## config.mk

```make
export PLATFORM = sky130hd
export DESIGN_NAME = load_store_unit
export DESIGN_NICKNAME = d
export VERILOG_FILES = /design/src/rtl/load_store_unit.sv
export SDC_FILE = /design/constraint.sdc
export NUM_CORES = 1
export LEC_CHECK = 0
export CAP_MARGIN = 25
export CORE_UTILIZATION = 45
export DETAILED_ROUTE_END_ITERATION = 6
export PLACE_DENSITY = 0.84
export SLEW_MARGIN = 20
export SYNTH_ARGS = -nofsm -noshare
export SYNTH_HDL_FRONTEND = slang
export SYNTH_SLANG_ARGS = --single-unit
```

## constraint.sdc

```tcl
create_clock -name clk -period 2.77 [get_ports clk]
set_clock_uncertainty 0.1 [all_clocks]
set_input_delay 0.4155 -clock clk [delete_from_list [all_inputs] [get_ports clk]]
set_output_delay 0.4155 -clock clk [all_outputs]
set_load 0.05 [all_outputs]
```

## src/rtl/load_store_unit.sv

```systemverilog
// load_store_unit: memory-access unit between the core's execute sequencing
// and a valid/ack memory bus. Each access is sent as a lane-aligned bus beat
// with byte strobes. The unit supports bus wait states and a bus timeout, and
// it sign- or zero-extends load data.
// Optional feature macro: LSU_MISALIGNED_SPLIT_EN. When it is defined, an
// access that crosses a lane boundary runs as two consecutive beats. When it
// is undefined, such an access returns an error.
module load_store_unit #(
    parameter int XLEN     = 32,
    parameter int ADDR_W   = 32,
    parameter int MAX_WAIT = 255
) (
    input  logic                clk,
    input  logic                rst,
    input  logic                req_valid,
    output logic                req_ready,
    input  logic                req_we,
    input  logic [1:0]          req_size,
    input  logic                req_signed,
    input  logic [ADDR_W-1:0]   req_addr,
    input  logic [XLEN-1:0]     req_wdata,
    output logic                rsp_valid,
    output logic [XLEN-1:0]     rsp_rdata,
    output logic                rsp_err,
    output logic                bus_req,
    output logic                bus_we,
    output logic [ADDR_W-1:0]   bus_addr,
    output logic [XLEN/8-1:0]   bus_wstrb,
    output logic [XLEN-1:0]     bus_wdata,
    input  logic                bus_ack,
    input  logic [XLEN-1:0]     bus_rdata
);

    localparam int NB     = XLEN / 8;
    localparam int OFS_W  = $clog2(NB);
    localparam int WAIT_W = 16;

    typedef enum logic [1:0] {IDLE, BEAT0, BEAT1, RESP} state_t;

    state_t              state_q, state_d;
    logic                we_q, signed_q, err_q;
    logic [1:0]          size_q;
    logic [3:0]          bytes_q;
    logic [OFS_W-1:0]    ofs_q;
    logic [XLEN-1:0]     beat0_q, beat1_q;
    logic [WAIT_W-1:0]   wait_q;
`ifdef LSU_MISALIGNED_SPLIT_EN
    logic                split_q;
    logic [ADDR_W-1:0]   base_q;
    logic [XLEN-1:0]     wdata_q;
`endif

    logic                accept, bad_size, crossing, beat_done, timeout;
    logic [3:0]          req_bytes;
    logic [OFS_W-1:0]    req_ofs;
    logic [XLEN-1:0]     load_sh, load_mask, load_ext;
    logic                load_sign;

    // Byte-lane enables for an access, over two beats' worth of lanes.
    function automatic logic [2*NB-1:0] lane_strb(input logic [OFS_W-1:0] ofs,
                                                  input logic [3:0] bytes);
        return (((2*NB)'(1) << bytes) - (2*NB)'(1)) << ofs;
    endfunction

    // Write data shifted into lane position, over two beats' worth of lanes.
    function automatic logic [2*XLEN-1:0] lane_data(input logic [XLEN-1:0] wdata,
                                                    input logic [OFS_W-1:0] ofs);
        return {{XLEN{1'b0}}, wdata} << {ofs, 3'b000};
    endfunction

    // Request decode and beat-completion conditions.
    always_comb begin
        req_bytes = 4'd1 << req_size;
        req_ofs   = req_addr[OFS_W-1:0];
        accept    = req_valid && req_ready;
        bad_size  = (req_size == 2'd3) && (XLEN == 32);
        crossing  = (int'(req_ofs) + int'(req_bytes)) > NB;
        beat_done = bus_req && bus_ack;
        timeout   = bus_req && !bus_ack && (wait_q == WAIT_W'(MAX_WAIT - 1));
    end

    // FSM state register.
    always_ff @(posedge clk or negedge rst) begin
        // NOTE: sequential state uses non-blocking assignments so every
        // register samples its inputs from before the clock edge.
        if (!rst) state_q <= IDLE;
        else      state_q <= state_d;
    end

    // FSM next-state logic.
    always_comb begin
        // NOTE: the default comes first, so every path assigns state_d and
        // no latch is inferred.
        state_d = state_q;
        case (state_q)
            IDLE: begin
                if (accept) begin
                    if (bad_size) begin
                        state_d = RESP;
                    end else if (crossing) begin
`ifdef LSU_MISALIGNED_SPLIT_EN
                        state_d = BEAT0;
`else
                        state_d = RESP;
`endif
                    end else begin
                        state_d = BEAT0;
                    end
                end
            end
            BEAT0: begin
                if (beat_done) begin
`ifdef LSU_MISALIGNED_SPLIT_EN
                    state_d = split_q ? BEAT1 : RESP;
`else
                    state_d = RESP;
`endif
                end else if (timeout) begin
                    state_d = RESP;
                end
            end
`ifdef LSU_MISALIGNED_SPLIT_EN
            BEAT1: begin
                if (beat_done || timeout) state_d = RESP;
            end
`endif
            RESP:    state_d = IDLE;
            default: state_d = IDLE;
        endcase
    end

    // Request latch, bus beat registers, read capture and wait counter.
    always_ff @(posedge clk or negedge rst) begin
        if (!rst) begin
            we_q      <= 1'b0;
            signed_q  <= 1'b0;
            err_q     <= 1'b0;
            size_q    <= 2'd0;
            bytes_q   <= 4'd0;
            ofs_q     <= '0;
            beat0_q   <= '0;
            beat1_q   <= '0;
            wait_q    <= '0;
            bus_req   <= 1'b0;
            bus_we    <= 1'b0;
            bus_addr  <= '0;
            bus_wstrb <= '0;
            bus_wdata <= '0;
`ifdef LSU_MISALIGNED_SPLIT_EN
            split_q   <= 1'b0;
            base_q    <= '0;
            wdata_q   <= '0;
`endif
        end else begin
            case (state_q)
                IDLE: begin
                    if (accept) begin
                        we_q     <= req_we;
                        signed_q <= req_signed;
                        size_q   <= req_size;
                        bytes_q  <= req_bytes;
                        ofs_q    <= req_ofs;
                        beat0_q  <= '0;
                        beat1_q  <= '0;
                        wait_q   <= '0;
`ifdef LSU_MISALIGNED_SPLIT_EN
                        split_q  <= crossing;
                        base_q   <= {req_addr[ADDR_W-1:OFS_W], {OFS_W{1'b0}}};
                        wdata_q  <= req_wdata;
                        err_q    <= bad_size;
                        if (!bad_size) begin
`else
                        err_q    <= bad_size || crossing;
                        if (!bad_size && !crossing) begin
`endif
                            bus_req   <= 1'b1;
                            bus_we    <= req_we;
                            bus_addr  <= {req_addr[ADDR_W-1:OFS_W], {OFS_W{1'b0}}};
                            bus_wstrb <= NB'(lane_strb(req_ofs, req_bytes));
                            bus_wdata <= XLEN'(lane_data(req_wdata, req_ofs));
                        end
                    end
                end
                BEAT0, BEAT1: begin
                    if (beat_done) begin
                        wait_q <= '0;
                        if (state_q == BEAT0) beat0_q <= bus_rdata;
                        else                  beat1_q <= bus_rdata;
`ifdef LSU_MISALIGNED_SPLIT_EN
                        if (state_q == BEAT0 && split_q) begin
                            // Second beat: the next lane-aligned word, low lanes.
                            bus_addr  <= base_q + ADDR_W'(NB);
                            bus_wstrb <= NB'(lane_strb(ofs_q, bytes_q) >> NB);
                            bus_wdata <= XLEN'(lane_data(wdata_q, ofs_q) >> XLEN);
                        end else begin
                            bus_req   <= 1'b0;
                            bus_wstrb <= '0;
                        end
`else
                        bus_req   <= 1'b0;
                        bus_wstrb <= '0;
`endif
                    end else if (timeout) begin
                        bus_req   <= 1'b0;
                        bus_wstrb <= '0;
                        err_q     <= 1'b1;
                    end else if (bus_req) begin
                        wait_q <= wait_q + WAIT_W'(1);
                    end
                end
                default: begin
                end
            endcase
        end
    end

    // Load data alignment and sign/zero extension from the captured beats.
    always_comb begin
        load_sh   = XLEN'({beat1_q, beat0_q} >> {ofs_q, 3'b000});
        load_mask = ~({XLEN{1'b1}} << {bytes_q, 3'b000});
        case (size_q)
            2'd0:    load_sign = load_sh[7];
            2'd1:    load_sign = load_sh[15];
            2'd2:    load_sign = load_sh[31];
            default: load_sign = load_sh[XLEN-1];
        endcase
        load_ext = load_sh & load_mask;
        if (signed_q && load_sign) load_ext = load_ext | ~load_mask;
    end

    // Core-side handshake and response outputs.
    always_comb begin
        req_ready = (state_q == IDLE);
        rsp_valid = (state_q == RESP);
        rsp_err   = rsp_valid && err_q;
        rsp_rdata = (rsp_valid && !err_q && !we_q) ? load_ext : '0;
    end

endmodule

```

==> results by stage <==
Timing:
- The clock period minus final worst setup slack is 3.034 ns.
- Setup repair after global routing could not meet its margin everywhere.
- Derived from the worst setup path, the maximum achievable clock frequency is 329.6 MHz.
- The final number of setup-violating endpoints is 32.
- The worst pin sits at a relative slew slack of 0.4506.
- Summed over all failing endpoints, the final setup total negative slack is -7.501 ns.
- The final hold violation count is 0.
- The max-slew violation count is 0.
- Hold is met by 0.3475 ns.
- The slew at the pin closest to its max-slew limit is 0.8240 ns.
- The post-route worst setup slack is -0.2644 ns.
- Of the available clock period, the critical path in the final layout requires 1.095.

Die:
- The floorplan step defined a die boundary enclosing 18020 sq um.
- After floorplanning, the core was divided into 47 placement rows.
- The core box area is 16820 sq um.
- The total I/O pin count is 209.
- In this run the horizontal extent of the chip is 134.2 um.
- The initial utilization of the core area, before any placement, comes to 0.4679.
- The vertical die dimension is 134.2 um.

Final layout:
- The register area is 3831 sq um.
- At the end of the flow the core is filled with cells to 0.6650.
- The ratio of cells with drive above 1 in the final layout is 0.1682.
- The signed area change from the synthesized netlist to the final layout is 42.11%.
- The count of non-filler cells in the finished layout is 1303.
- In the final layout, the multi-input gates occupy 3880 sq um.
- In the layout the commonest cells are nand2_1, clkdlybuf4s50_1, dfrtp_1, o21ai_0, buf_4.
- The most common library cell in the layout ignoring fill and taps is nand2_1.
- The final-layout fill cell count is 1293.
- After the last flow step, the layout net total stands at 1183.
- The final instance area is 11180 sq um.

GRT:
- Summed over all layers, the global routing overflow is 0.
- The number of antenna violations at the first check in global routing is 0.
- The via count of the first global-routing pass is 7366.
- The total routing usage reported by global routing is 0.2754.
- The largest net degree at the start of global routing is 65.
- The wire length of the first global-routing pass is 38.21 mm.

Critical path:
- The signal on the critical path passes through mux4_2 > mux2_4 > o2111a_2 > nand2_4 > nand2_1 > buf_6.
- The number of buffers and inverters on the critical path is 1.
- Data on the critical path is required at its endpoint by 2.25 ns.
- The kind of capture point of the worst setup path is a primary output.
- In this design, the largest share of critical-path delay is due to multiplexers.
- STA puts the critical path data arrival time at 2.52 ns.
- In this run the worst path has a maximum fanout of 8.
- For this run, the slowest stage of the critical path takes 0.55 ns.
- The critical path start-end classification is flop to primary output.
- The library cell contributing the largest single delay on the critical path is mux4_2.
- The startpoint class of the critical path is a flop.

Power and ir drop:
- For this design the static power due to leakage is 5.146 nW.
- The overall power after layout is 12.82 mW.
- Dividing total power by cell area gives a power density of 1146 nW/um^2.
- The peak supply drop is 0.0008781 V.

Logic synthesis:
- The number of different library cells in the post-synthesis netlist is 48.
- The number of enable-type register cells in the synthesized netlist is 0.
- Synthesis handed over a netlist of 854 instances.
- For this run, the number of Yosys warnings is 0.
- The synthesized design contains 153 register bits.
- In the post-synthesis netlist, the biggest area contributors are dfrtp_1, nand2_1, mux4_2.
- The sequential area share after synthesis is 0.4865.
- Each instance of the synthesized netlist takes up on average 9.216 sq um.
- The netlist area before placement is 7870 sq um.
- Of the post-synthesis cell area, the dominant cell type holds 0.4865.
- The dominant cell type by area after synthesis is dfrtp_1.
- The most used flip-flop cell after synthesis is dfrtp_1.
- In the synthesized netlist the async set-or-reset flop fraction comes to 1.000.

Status:
- The checks that failed: negative setup slack.
- The run finished, with violations left.

Placement:
- Detailed placement ended at an HPWL of 16.38 mm.
- The placed instances occupy a cell area of 10240 sq um.
- The number of input and output port buffers inserted is 206.
- Including well taps, the total number of placed cells is 1262.
- The congestion estimate from routability-driven global placement came to 0.9018.
- Timing analysis after detailed placement gives a worst setup slack of -0.5045 ns.

CTS:
- The number of buffers created by CTS is 17.
- The root buffer selected by CTS is clkbuf_16.
- The clock slew at the register clock pins of the worst setup and hold paths is 0.06 ns.
- The longest clock path from root to sink contains 2 buffers.
- The number of H-tree levels is 4.
- CTS saw 153 sinks.
- For the worst-skew pair, the clock arrives at the later sink with an insertion delay of 0.43 ns.
- TritonCTS built the clock tree.

Routing:
- The detailed router finished its first iteration with 587 violations.
- The detail route stage leaves a number of antenna-violating nets equal to 0.
- The post-detailed-route via-to-cell ratio is 5.648.
- Summing over every cut layer, the via total after detailed routing is 7359.
- After detailed routing, the average wire length per cell comes to 18.47 um.
- For this run, the detailed router's first-pass iteration total came to 6.
- After detailed routing, the total wire length is 24.07 mm.
- For this run, design rule violations remaining after detail routing come to 0.

Job:
- Across the run, the number of max-cap violations was 0.

Hold path:
- The classification of the worst-slack hold path is primary input to flop.
[where the power goes]
group          switching, mW  internal [mW]
registers              0.616           3.09
logic                   4.27           2.46
clock network           1.01           1.37
total                   5.90           6.92
[state kept, by name, indices dropped and copies added, names as in the netlist, 4 cells and up]
| signal | flops |
|---|---|
| bus_wdata | 32 |
| bus_wstrb | 4 |
| bus_addr | 30 |
| beat0_q | 32 |
| wait_q | 16 |
| beat1_q | 24 |
| bytes_q | 4 |
[synth_stat cells, types with 5 or more instances]
cell type and count:
nand2_1 297, mux4_2 32, a21oi_1 24, nor2_1 32
clkbuf_1 34, mux2i_1 19, o21ai_0 84, buf_2 17
nand4_1 6, ha_1 10, nand3_1 21, dfrtp_1 153
inv_1 15, o31ai_1 9, mux2_2 8, nand2b_1 5
xnor2_1 5, a211oi_1 10, nor2b_1 11
[cell families (layout without fill, tap and decap cells)]
family                   Yosys count  count (layout)  share of synthesized area
AND/OR/NAND/NOR                  400             400                     0.2118
other                              1               3                  0.0004765
AO/OA/AOI/OAI                    150             150                     0.1100
adder cells (fa/ha/maj)           10              10                    0.01590
flip-flops                       153             153                     0.4865
XOR/XNOR                           9               9                    0.01002
buffers and inverters             72             299                    0.03815
multiplexers                      59              59                     0.1272
[worst reg2reg max path: cells and delay by family (launching register included)]
kind / cells / cell delay (ns)
buffers and inverters: 3 / 0.71
and+or+nand+nor: 1 / 0.11
AOI/OAI and AO/OA: 2 / 0.32
DFF: 1 / 0.41
adders and majority gates: 1 / 0.30
muxes: 1 / 0.44
[metal layers]
layer,up-vias,share of wire,global-route usage
met1,3555,0.38,0.3427
met3,104,0.072,0.06387
li1,3335,-,-
met2,365,0.49,0.4421
met5,-,0,0
met4,0,0.055,0.1573
[worst paths after layout]
kind | startpoint | endpoint | slack (ns) | depth (start not counted)
max in group asynchronous | rst | beat0_q[2] | 1.48 | 3
setup reg to reg | state_q[1] | beat1_q[17] | 0.24 | 8
hold reg to reg | bus_wdata[4] | bus_wdata[4] | 0.37 | 2
hold / removal | req_size[0] | bytes_q[3] | 0.35 | 4
min in group asynchronous | rst | beat0_q[30] | 0.38 | 2
setup / recovery | ofs_q[0] | rsp_rdata[6] | -0.26 | 6
[layout make-up]
class | count | share of cell area
antenna | 1 | 0.0002237
clock buffer | 18 | 0.03927
clock inverter | 14 | 0.01443
inverter | 15 | 0.005034
multi-input combinational | 630 | 0.3469
sequential | 153 | 0.3425
tap | 220 | 0.02461
timing repair buffer | 252 | 0.2270
[timing repair]
| item | CTS | global route |
|---|---|---|
| hold buffers | 1 | 0 |
| hold endpoints to repair | 44 | 0 |
| gates resized for setup | 59 | 8 |
| cloned | 1 | 0 |
| setup buffers | 5 | 1 |
| endpoints found under the setup margin | 37 | 37 |
| pin swaps | 1 | 2 |
No activity file was read; power rests on OpenSTA's default activity.
